<file path="src/rtl/morph_pkg.sv">
// morph_pkg: sequencer state encoding and default frame geometry shared with the LCD scan module
package morph_pkg;
  typedef enum logic [2:0] {IDLE, ROW, GAP, PASS_END, FIN} state_t;
  localparam int IMG_W_DEF = 630;
  localparam int IMG_H_DEF = 390;
  localparam int ADDR_W_DEF = 18;
endpackage

</file>
<file path="src/rtl/morph_pass_sequencer_if.sv">
// morph_pass_sequencer_if: job handshake plus row-BRAM read, window control and result write bundle
//   master: frame-capture/datapath side (drives start, op_dilate, num_passes)
//   slave:  sequencer side (drives busy/done, read addresses, window strobes, write address, buffer selects)
interface morph_pass_sequencer_if
  import morph_pkg::*;
#(parameter int ADDR_W = ADDR_W_DEF);
  logic start, op_dilate;
  logic [2:0] num_passes;
  logic busy, done, rd_en, rd_buf, win_clr, win_shift, wr_en, wr_buf, kernel_or, result_buf;
  logic [ADDR_W-1:0] rd_addr_top, rd_addr_mid, rd_addr_bot, wr_addr;
  modport master(
    output start, op_dilate, num_passes,
    input busy, done, rd_en, rd_addr_top, rd_addr_mid, rd_addr_bot, rd_buf,
    input win_clr, win_shift, wr_en, wr_addr, wr_buf, kernel_or, result_buf
  );
  modport slave(
    input start, op_dilate, num_passes,
    output busy, done, rd_en, rd_addr_top, rd_addr_mid, rd_addr_bot, rd_buf,
    output win_clr, win_shift, wr_en, wr_addr, wr_buf, kernel_or, result_buf
  );
endinterface

</file>
<file path="src/rtl/morph_addr_gen.sv">
// morph_addr_gen: row/column counters, running row bases and the read-to-write delay line
//   init: restart a pass at r=1,c=0   adv: ROW cycle (read issued)   nxt_row: step to the next row
//   c_first/c_last/r_last: counter boundaries for the FSM
//   rd_addr_*: three row read addresses   win_shift/wr_en/wr_addr: delayed window and write strobes
module morph_addr_gen
  import morph_pkg::*;
#(
  parameter int IMG_W = IMG_W_DEF,
  parameter int IMG_H = IMG_H_DEF,
  parameter int ADDR_W = ADDR_W_DEF,
  parameter int RD_LAT = 1
) (
  input  logic PixelClk,
  input  logic nRST,
  input  logic init,
  input  logic adv,
  input  logic nxt_row,
  output logic c_first,
  output logic c_last,
  output logic r_last,
  output logic [ADDR_W-1:0] rd_addr_top,
  output logic [ADDR_W-1:0] rd_addr_mid,
  output logic [ADDR_W-1:0] rd_addr_bot,
  output logic win_shift,
  output logic wr_en,
  output logic [ADDR_W-1:0] wr_addr
);
  localparam int CW = $clog2(IMG_W);
  localparam int RW = $clog2(IMG_H);
  localparam logic [ADDR_W-1:0] W = ADDR_W'(IMG_W);
  logic [CW-1:0] c;
  logic [RW-1:0] r;
  logic [ADDR_W-1:0] b_top, b_mid, b_bot;
  logic [RD_LAT:0] sv, wv;
  logic [ADDR_W-1:0] wa [RD_LAT+1];
  assign c_first = c == '0;
  assign c_last = c == CW'(IMG_W - 1);
  assign r_last = r == RW'(IMG_H - 2);
  assign rd_addr_top = b_top + ADDR_W'(c);
  assign rd_addr_mid = b_mid + ADDR_W'(c);
  assign rd_addr_bot = b_bot + ADDR_W'(c);
  assign win_shift = sv[RD_LAT-1];
  assign wr_en = wv[RD_LAT];
  assign wr_addr = wa[RD_LAT];
  always_ff @(posedge PixelClk or negedge nRST)
    if (!nRST) begin
      c <= '0;
      r <= '0;
      b_top <= '0;
      b_mid <= '0;
      b_bot <= '0;
    end else if (init) begin
      c <= '0;
      r <= RW'(1);
      b_top <= '0;
      b_mid <= W;
      b_bot <= W + W;
    end else if (nxt_row) begin
      r <= r + RW'(1);
      b_top <= b_top + W;
      b_mid <= b_mid + W;
      b_bot <= b_bot + W;
    end else if (adv)
      c <= c_last ? '0 : c + CW'(1);
  // a read at column c>=2 completes the window centred on c-1; results land RD_LAT+1 cycles later
  always_ff @(posedge PixelClk or negedge nRST)
    if (!nRST) begin
      sv <= '0;
      wv <= '0;
      for (int i = 0; i <= RD_LAT; i++) wa[i] <= '0;
    end else begin
      sv <= {sv[RD_LAT-1:0], adv};
      wv <= {wv[RD_LAT-1:0], adv && c >= CW'(2)};
      wa[0] <= rd_addr_mid - ADDR_W'(1);
      for (int i = 1; i <= RD_LAT; i++) wa[i] <= wa[i-1];
    end
endmodule

</file>
<file path="src/rtl/morph_pass_sequencer.sv">
// morph_pass_sequencer: multi-pass 3x3 erode/dilate sequencing over ping-pong 1-bit frame buffers
//   PixelClk/nRST: clock and asynchronous active-low reset
//   bus (slave): start/op_dilate/num_passes in; busy/done, row read addresses, window strobes,
//                centre write address and source/destination/result buffer selects out
module morph_pass_sequencer
  import morph_pkg::*;
#(
  parameter int IMG_W = IMG_W_DEF,
  parameter int IMG_H = IMG_H_DEF,
  parameter int ADDR_W = ADDR_W_DEF,
  parameter int RD_LAT = 1
) (
  input logic PixelClk,
  input logic nRST,
  morph_pass_sequencer_if.slave bus
);
  localparam int GW = $clog2(RD_LAT + 1);
  state_t st, nx;
  logic [GW-1:0] g;
  logic [2:0] pass, npass;
  logic kop, rbuf, resb, busy, init, adv, nxt_row, c_first, c_last, r_last, g_last, more;
  assign g_last = g == GW'(RD_LAT);
  assign more = pass + 3'd1 < npass;
  assign adv = st == ROW;
  assign busy = st == ROW || st == GAP || st == PASS_END;
  assign bus.busy = busy;
  assign bus.done = st == FIN;
  assign bus.rd_en = adv;
  assign bus.win_clr = adv && c_first;
  assign bus.rd_buf = rbuf;
  assign bus.wr_buf = busy && !rbuf;
  assign bus.kernel_or = kop;
  assign bus.result_buf = resb;
  always_comb begin
    nx = st;
    init = 1'b0;
    nxt_row = 1'b0;
    case (st)
      IDLE: if (bus.start) begin
        nx = bus.num_passes == 3'd0 ? FIN : ROW;
        init = bus.num_passes != 3'd0;
      end
      ROW: nx = c_last ? GAP : ROW;
      GAP: if (g_last) begin
        nxt_row = 1'b1;
        nx = r_last ? PASS_END : ROW;
      end
      PASS_END: begin
        nx = more ? ROW : FIN;
        init = more;
      end
      default: nx = IDLE;
    endcase
  end
  always_ff @(posedge PixelClk or negedge nRST)
    if (!nRST) st <= IDLE;
    else st <= nx;
  always_ff @(posedge PixelClk or negedge nRST)
    if (!nRST) begin
      g <= '0;
      pass <= '0;
      npass <= '0;
      kop <= 1'b0;
      rbuf <= 1'b0;
      resb <= 1'b0;
    end else begin
      g <= (st == GAP && !g_last) ? g + GW'(1) : '0;
      if (st == IDLE && init) begin
        pass <= '0;
        npass <= bus.num_passes;
        kop <= bus.op_dilate;
        rbuf <= resb;
      end
      if (st == PASS_END) begin
        pass <= pass + 3'd1;
        resb <= !rbuf;
        rbuf <= !rbuf;
      end
    end
  morph_addr_gen #(.IMG_W(IMG_W), .IMG_H(IMG_H), .ADDR_W(ADDR_W), .RD_LAT(RD_LAT)) u_addr (
    .PixelClk(PixelClk),
    .nRST(nRST),
    .init(init),
    .adv(adv),
    .nxt_row(nxt_row),
    .c_first(c_first),
    .c_last(c_last),
    .r_last(r_last),
    .rd_addr_top(bus.rd_addr_top),
    .rd_addr_mid(bus.rd_addr_mid),
    .rd_addr_bot(bus.rd_addr_bot),
    .win_shift(bus.win_shift),
    .wr_en(bus.wr_en),
    .wr_addr(bus.wr_addr)
  );
endmodule

</file>
<file path="src/flat_wrapper.sv">
// flat-port wrapper written by rule: the top's interface ports become plain ports
module morph_pass_sequencer_flat import morph_pkg::*;
#(
  parameter int IMG_W = IMG_W_DEF,
  parameter int IMG_H = IMG_H_DEF,
  parameter int ADDR_W = ADDR_W_DEF,
  parameter int RD_LAT = 1
)
  (PixelClk, nRST, bus_start, bus_op_dilate, bus_num_passes, bus_busy, bus_done, bus_rd_en, bus_rd_addr_top, bus_rd_addr_mid, bus_rd_addr_bot, bus_rd_buf, bus_win_clr, bus_win_shift, bus_wr_en, bus_wr_addr, bus_wr_buf, bus_kernel_or, bus_result_buf);
  morph_pass_sequencer_if #(.ADDR_W(ADDR_W)) bus_i ();
  input logic PixelClk;
  input logic nRST;
  input wire logic [$bits(bus_i.start)-1:0] bus_start;
  input wire logic [$bits(bus_i.op_dilate)-1:0] bus_op_dilate;
  input wire logic [$bits(bus_i.num_passes)-1:0] bus_num_passes;
  output wire logic [$bits(bus_i.busy)-1:0] bus_busy;
  output wire logic [$bits(bus_i.done)-1:0] bus_done;
  output wire logic [$bits(bus_i.rd_en)-1:0] bus_rd_en;
  output wire logic [$bits(bus_i.rd_addr_top)-1:0] bus_rd_addr_top;
  output wire logic [$bits(bus_i.rd_addr_mid)-1:0] bus_rd_addr_mid;
  output wire logic [$bits(bus_i.rd_addr_bot)-1:0] bus_rd_addr_bot;
  output wire logic [$bits(bus_i.rd_buf)-1:0] bus_rd_buf;
  output wire logic [$bits(bus_i.win_clr)-1:0] bus_win_clr;
  output wire logic [$bits(bus_i.win_shift)-1:0] bus_win_shift;
  output wire logic [$bits(bus_i.wr_en)-1:0] bus_wr_en;
  output wire logic [$bits(bus_i.wr_addr)-1:0] bus_wr_addr;
  output wire logic [$bits(bus_i.wr_buf)-1:0] bus_wr_buf;
  output wire logic [$bits(bus_i.kernel_or)-1:0] bus_kernel_or;
  output wire logic [$bits(bus_i.result_buf)-1:0] bus_result_buf;
  assign bus_i.start = bus_start;
  assign bus_i.op_dilate = bus_op_dilate;
  assign bus_i.num_passes = bus_num_passes;
  assign bus_busy = bus_i.busy;
  assign bus_done = bus_i.done;
  assign bus_rd_en = bus_i.rd_en;
  assign bus_rd_addr_top = bus_i.rd_addr_top;
  assign bus_rd_addr_mid = bus_i.rd_addr_mid;
  assign bus_rd_addr_bot = bus_i.rd_addr_bot;
  assign bus_rd_buf = bus_i.rd_buf;
  assign bus_win_clr = bus_i.win_clr;
  assign bus_win_shift = bus_i.win_shift;
  assign bus_wr_en = bus_i.wr_en;
  assign bus_wr_addr = bus_i.wr_addr;
  assign bus_wr_buf = bus_i.wr_buf;
  assign bus_kernel_or = bus_i.kernel_or;
  assign bus_result_buf = bus_i.result_buf;
  morph_pass_sequencer #(.IMG_W(IMG_W), .IMG_H(IMG_H), .ADDR_W(ADDR_W), .RD_LAT(RD_LAT)) u_core (.PixelClk(PixelClk), .nRST(nRST), .bus(bus_i));
endmodule
</file>
<file path="config.mk">
export PLATFORM = sky130hd
export DESIGN_NAME = morph_pass_sequencer_flat
export DESIGN_NICKNAME = d
export VERILOG_FILES = /design/src/rtl/morph_pkg.sv /design/src/rtl/morph_pass_sequencer_if.sv /design/src/rtl/morph_addr_gen.sv /design/src/rtl/morph_pass_sequencer.sv /design/src/flat_wrapper.sv
export SDC_FILE = /design/constraint.sdc
export NUM_CORES = 1
export LEC_CHECK = 0
export ABC_AREA = 1
export CORE_UTILIZATION = 51
export CTS_CLUSTER_SIZE = 10
export DETAILED_ROUTE_END_ITERATION = 10
export PLACE_DENSITY = 0.74
export SLEW_MARGIN = 15
export SYNTH_ARGS = -nofsm -noshare
export SYNTH_HDL_FRONTEND = slang
export SYNTH_HIERARCHICAL = 1
export SYNTH_SLANG_ARGS = --single-unit
</file>
<file path="constraint.sdc">
create_clock -name PixelClk -period 2.7 [get_ports PixelClk]
set_input_delay 0.405 -clock PixelClk [delete_from_list [all_inputs] [get_ports PixelClk]]
set_output_delay 0.405 -clock PixelClk [all_outputs]
set_load 0.02 [all_outputs]
</file>
; Word-level counts from Yosys, hierarchy flattened
; Index checks and enable logic that the tools add are counted.
[totals]
in_bits = 7
memories = 0
mem_bits_rw = 0
out_inout_bits = 82
latchBits = 0
word_cells = 84
reg_bits = 125
rom_bits = 0
[classes]
n_lt_le_gt_ge = 2
reduce_logical = 18
bitwise_logic = 0
n_mux = 28
eq_ne = 9
addsub = 11
div_mod_pow = 0
shift = 0
mul = 0
[ops]
columns = operator, n
row1 = 2-to-1 mux 18 bit, 6
row2 = adder 18 x 10 -> 18 bit, 3
row3 = adder 18 x 10 -> 18 bit (second input constant), 3
row4 = 2-to-1 mux 10 bit, 4
row5 = 2-to-1 mux 3 bit, 6
row6 = 2-to-1 mux 9 bit, 2
row7 = subtractor 18 x 1 -> 18 bit (second input constant), 1
row8 = one-hot mux 3 bit (4 select lines), 1
row9 = adder 10 x 1 -> 10 bit (second input constant), 1
row10 = equality test 10 bit (second input constant), 1
row11 = greater-or-equal comparator 10 x 2 -> 1 bit (second input constant), 1
row12 = zero test 10 bit, 1
row13 = adder 9 x 1 -> 9 bit (second input constant), 1
row14 = equality test 9 bit (second input constant), 1
row15 = equality test 3 x 2 -> 1 bit (second input constant), 2
row16 = zero test 3 bit, 2
row17 = 2-to-1 mux 1 bit, 6
row18 = nonzero test 2 bit, 3
row19 = logical AND 1 bit, 5
row20 = 2-to-1 mux 2 bit, 2
row21 = inequality test 2 x 1 -> 1 bit (second input constant), 2
row22 = AND reduction 2 bit, 2
row23 = adder 3 x 1 -> 3 bit (second input constant), 1
row24 = equality test 3 x 1 -> 1 bit (second input constant), 1
row25 = 8 further kinds, 10

; Longest topological paths before layout
[depth]
word_depth = 6
ltp_mapped = 15
depth_no_buf = 15

; Cells and area by module
; Netlist, hierarchy kept.
[modules_own_cells]
columns = module, instances, seq_area_each_um2, area_each_um2, cells_each
row1 = morph_addr_gen, 1, 2727.6, 7039.3, 916
row2 = morph_pass_sequencer, 1, 325.3, 715.7, 92

; Least setup slack after synthesis
; OpenSTA, ideal clock, no wires.
[synth_timing]
path_kind = register -> output
from = register u_core.u_addr.c[1]
to = output port bus_rd_addr_bot[16]
arrival_ps = 2050
path_stages_with_launch = 10
path_slack_ps = 245
required_ps = 2295
path_buffers = 0
path_cell_list = dfrtp_1 -> fa_1 -> inv_1 -> o21ai_2 -> inv_1 -> o21ai_0 -> a21boi_1 -> nor2_1 -> nand2_1 -> xor2_1
[synth_via]
elab_chain_len = 1
[synth_rtl]
columns = element, line
row1 = from (decl), morph_addr_gen.sv:31  ; logic [CW-1:0] c;
row2 = from (signal assigned), morph_addr_gen.sv:64  ; c <= c_last ? '0 : c + CW'(1);
row3 = adder 18 x 10 -> 18 bit, morph_addr_gen.sv:41  ; assign rd_addr_bot = b_bot + ADDR_W'(c);
row4 = to (decl), flat_wrapper.sv:21  ; output wire logic [$bits(bus_i.rd_addr_bot)-1:0] bus_rd_addr_bot;
; No other way between the ends.

; Worst setup path in the final report
[layout_timing]
from = register u_core.u_addr.c[6]
to = output port bus_rd_addr_bot[11]
; Same word-level chain as after synthesis.

==> reports/metrics.yaml <==
outcome:
  outcome: "finished, violations left"
  violations: "design-rule violations, negative setup slack"
synthesis:
  syn_area_um2: 7750
  synthTopCellsByCount: "225 x nand2_1, 151 x inv_1, 122 x dfrtp_1, 72 x nor2_1, 61 x a21oi_1"
  share_of_the_yosys_chip_area_belonging_to_registers_pct: 39.4
  main_combinational_cell_family_by_area_after_synthesis: "simple AND/OR/NAND/NOR gates"
  postSynth.topFlopCell: "dfrtp_1"
  netlist_top_cells_area: "dfrtp_1 39%, nand2_1 11%, inv_1 7.3%"
  synth_edf_count: 0
  synth_largest_type_area_fraction_pct: 39.4
  synth_cell_types: 48
  ys_ff_latch: 122
  post_synth.cell_area_avg_um2: 7.69
  synth.most_common_cell: "nand2_1"
  syn_inst: 1008
  synth-xor-area-share_pct: 5.66
  synth_compound_area_share_pct: 12.0
  syn_warnings: 6
  synth_simple_gate_area_share_pct: 25.1
  post_synth_fa_ha_maj_area_fraction_pct: 7.23
  synth.area.mux_share_pct: 0
  postSynth.asyncResetShare_pct: 100
  yosys.area.top_type: "dfrtp_1"
timing:
  finalSetupViolCount: 11
  layout_setup_ws_ns: -0.0557
  layout_worst_path_cycle_share_pct: 102
  max_clock_freq_ghz: 0.363
  final.setup_skew_ns: 0.0131
  grt_setup_unrepaired: "yes"
  relSlewSlack_pct: 57.0
  post-route-min-period_ns: 2.76
  worst_slew_pin_slew_ns: 0.645
  hold_viol: 0
  timing.final.max_slew_violations: 0
pwr:
  comb_power_share_pct: 1.6
  internal-power_mw: 3.24
  clockPowerShare_pct: 54.2
  switching_share_pct: 21.8
  ir_worst_vdd_mv: 0.391
  power.static_leakage_nw: 5.18
  power.share.sequential_pct: 44.2
  power.density_cell_area_nw_per_um2: 394
  power_dissipated_by_switching_net_loads_uw: 905
worst_setup_path:
  cp.arrival_ns: 2.35
  cpLargestDelayFamily: "compound AO/OA/AOI/OAI gates"
  crit_path_end_kind: "output pin"
  timing.critical_path.fanout_max: 5
  setup_crit_start_kind: "flop"
  critical_path_depth: 8
  required_ns: 2.30
  worstPathCellList: "ha_2 -> a21oi_1 -> a21boi_4 -> o21ai_4 -> nand3_1 -> nand2_1 -> xor2_1 -> buf_4"
  rrSetupSlack_ns: 0.11
  worst-setup-path-type: "reg -> out"
  regToRegStartpoint: "u_core/pass[0]"
  crit_path_max_incr_delay_ns: 0.45
  cpMaxStageDelayCell: "dfrtp_2"
  rr_worst_depth: 12
  worstSetupStartpoint: "u_core/u_addr/c[6]"
  worst_r2r_endpoint: "u_core/u_addr/b_bot[6]"
  setup_crit_end: "bus_rd_addr_bot[11]"
  crit_buf_inv: 1
clock_tree:
  clock_tree.root_cell: "clkbuf_16"
  cts_tree: "done"
  cts_buffers: 17
  cts.clk_slew.worst_paths_ns: 0.06
  clock_insertion_delay_worst_skew_ns: 0.42
  quantity_of_hold_fixing_buffers_added_after_cts: 0
  h-tree-depth: 4
  cts.sink_count: 122
  clockBufferDepth: 2
floorplanning:
  total_die_area_um2: 15700
  design.core.area_um2: 14700
  floorplan.rows: 44
  dieHeight_um: 125
  fp.dieW_um: 125
  pin_count: 89
  initial_core_util_pct: 52.8
route:
  detail_route.drc_violations: 7
  detail_route.wl_per_cell_um: 15.0
  first_pass_iters: 9
  remaining_antenna_violation_count: 0
  drt_first_iter_violations: 489
  drt-vias-per-instance: 5.38
  route.vias.total: 7417
  drt_wl_total_um: 20700
place:
  placement.io_buffers: 88
  place_hpwl_um: 13400
  final_estimated_routing_congestion_in_global_placement: 0.895
  pre_cts_slack_ns: -0.244
  dp_cells: 1336
final_layout:
  proportion_of_layout_cells_with_a_drive_suffix_above_1_pct: 26.4
  area.growth.synth_to_final_pct: 35.6
  fin_nets: 1231
  finish.cell_count_without_fillers: 1378
  insertedDiodeCount: 0
  n_fill_cell: 1078
flow_run:
  max_cap_violations: 0
global_routing:
  grt_pass1_wl_um: 31800
  groute.usage.overall_pct: 25.2
  grt_remaining_overflow: 0
  grt_start_max_net_pins: 53
  grt_pass1_vias: 7053
  number_of_antenna_violations_at_the_first_check_in_global_routing: 0
worst_hold_path:
  min-delay-path-class: "in -> async"
==> state kept, by name (all words and copies together), names as in the netlist <==
name / cells
u_core/u_addr/r: 9
u_core/bus.result_buf: 1
u_core/u_addr/b_top: 17
u_core/u_addr/wr_addr: 18
u_core/bus.kernel_or: 1
u_core/pass: 3
u_core/st: 3
u_core/u_addr/b_mid: 17
u_core/u_addr/wa: 18
u_core/npass: 3
u_core/u_addr/b_bot: 17
u_core/bus.rd_buf: 1
u_core/u_addr/c: 10
u_core/u_addr/sv: 1
u_core/g: 1
u_core/u_addr/wv: 2
==> final cells by class <==
class | count | area [µm²] | area share, %
clock buffers | 19 | 443 | 4.21
repair buffers | 186 | 1550 | 14.7
inverters | 162 | 608 | 5.78
well taps | 184 | 230 | 2.19
multi-input cells | 692 | 4480 | 42.6
flip-flops and latches | 122 | 3060 | 29.1
clock inverters | 13 | 144 | 1.37
==> through the flow <==
step / cell area [µm²] / util [%] / hold WS, ns / setup TNS (ns) / total power [mW]
after global routing: 10500 / 71.6 / 0.0687 / -2.02 / 4.27
after CTS: 10000 / 68.3 / 0.0266 / -0.361 / 4.17
after global placement: 9330 / 63.5 / 0.331 / -2.36 / 1.93
after detailed placement: 9330 / 63.5 / 0.335 / -3.46 / 1.93
final: 10500 / 71.6 / 0.0125 / -0.279 / 4.14
after floorplan: 7760 / - / 0.109 / 0 / 1.88
==> per-layer routing <==
layer / track usage, % / wire (µm)
met1: 31.3 / 8630
met2: 43.7 / 10300
met3: 4.02 / 1030
met4: 10.0 / 644
met5: 0 / 0
==> how the worst min path moves through the flow <==
stage                     cells after the start  slack [ns]                         to                  from
after floorplan                               0        0.11       u_core/bus.kernel_or                  nRST
after global placement                        0        0.33  u_core/u_addr/wr_addr[14]  u_core/u_addr/wa[32]
after detailed placement                      0        0.33  u_core/u_addr/wr_addr[14]  u_core/u_addr/wa[32]
after CTS                                     1        0.03      u_core/bus.result_buf                  nRST
after global routing                          1        0.07      u_core/bus.result_buf                  nRST
final                                         1        0.01          u_core/bus.rd_buf                  nRST
==> what timing repair did <==
| action | in CTS | in global routing |
|---|---|---|
| resized for setup | 193 | 113 |
| hold endpoints to repair | 0 | 0 |
| endpoints found under the setup margin | 48 | 42 |
| setup buffers | 6 | 5 |
| pin swaps | 7 | 45 |
==> layout by cell type, fill, tap and decap left out, types with 4 or more instances in the layout <==
cell type,instances
nand2_1,203
inv_1,144
dfrtp_1,116
buf_4,106
nor2_1,66
o21ai_0,54
a21oi_1,52
nand3_1,45
clkdlybuf4s50_1,39
xor2_1,38
nand2_2,36
nor3_1,23
ha_4,20
inv_2,18
clkbuf_16,17
nand4_1,17
ha_1,17
buf_6,11
buf_2,10
a21oi_2,9
xnor2_1,9
nor2_4,8
dlygate4sd2_1,7
nor2_2,7
nand2_4,7
o21ai_4,7
a31oi_1,7
o22ai_1,7
dfrtp_2,6
clkbuf_2,5
nand3_2,5
clkinv_4,4
clkdlybuf4s15_2,4
a21o_1,4
a211oi_1,4
==> power groups by stage <==
stage                     registers (mW)  clock network [mW]  logic, mW
after floorplan                     1.86                   0     0.0125
after global placement              1.86                   0     0.0697
after detailed placement            1.86                   0     0.0707
after CTS                           1.83                2.27     0.0706
after global routing                1.83                2.37     0.0783
final                               1.83                2.25     0.0682
==> worst reg2reg max path: stages (launching register included) <==
cell and delay, ns:
dfrtp_1 0.41, ha_1 0.22, xor2_1 0.24, ha_1 0.29, a21oi_1 0.19, nand3_1 0.12, nand2_1 0.13, buf_4 0.18
nor2_1 0.10, inv_1 0.17, nand3_1 0.09, a21oi_1 0.18, o21ai_0 0.12
==> kinds of logic (layout without fill, tap and decap cells) <==
family / after synthesis / after routing
xor+xnor: 48 / 48
buf+inv: 196 / 380
fa+ha+maj: 43 / 43
simple gates: 432 / 432
compound gates: 166 / 166
flops: 122 / 122
other cells: 1 / 3
Note: power is estimated with default switching activity, not from simulation.
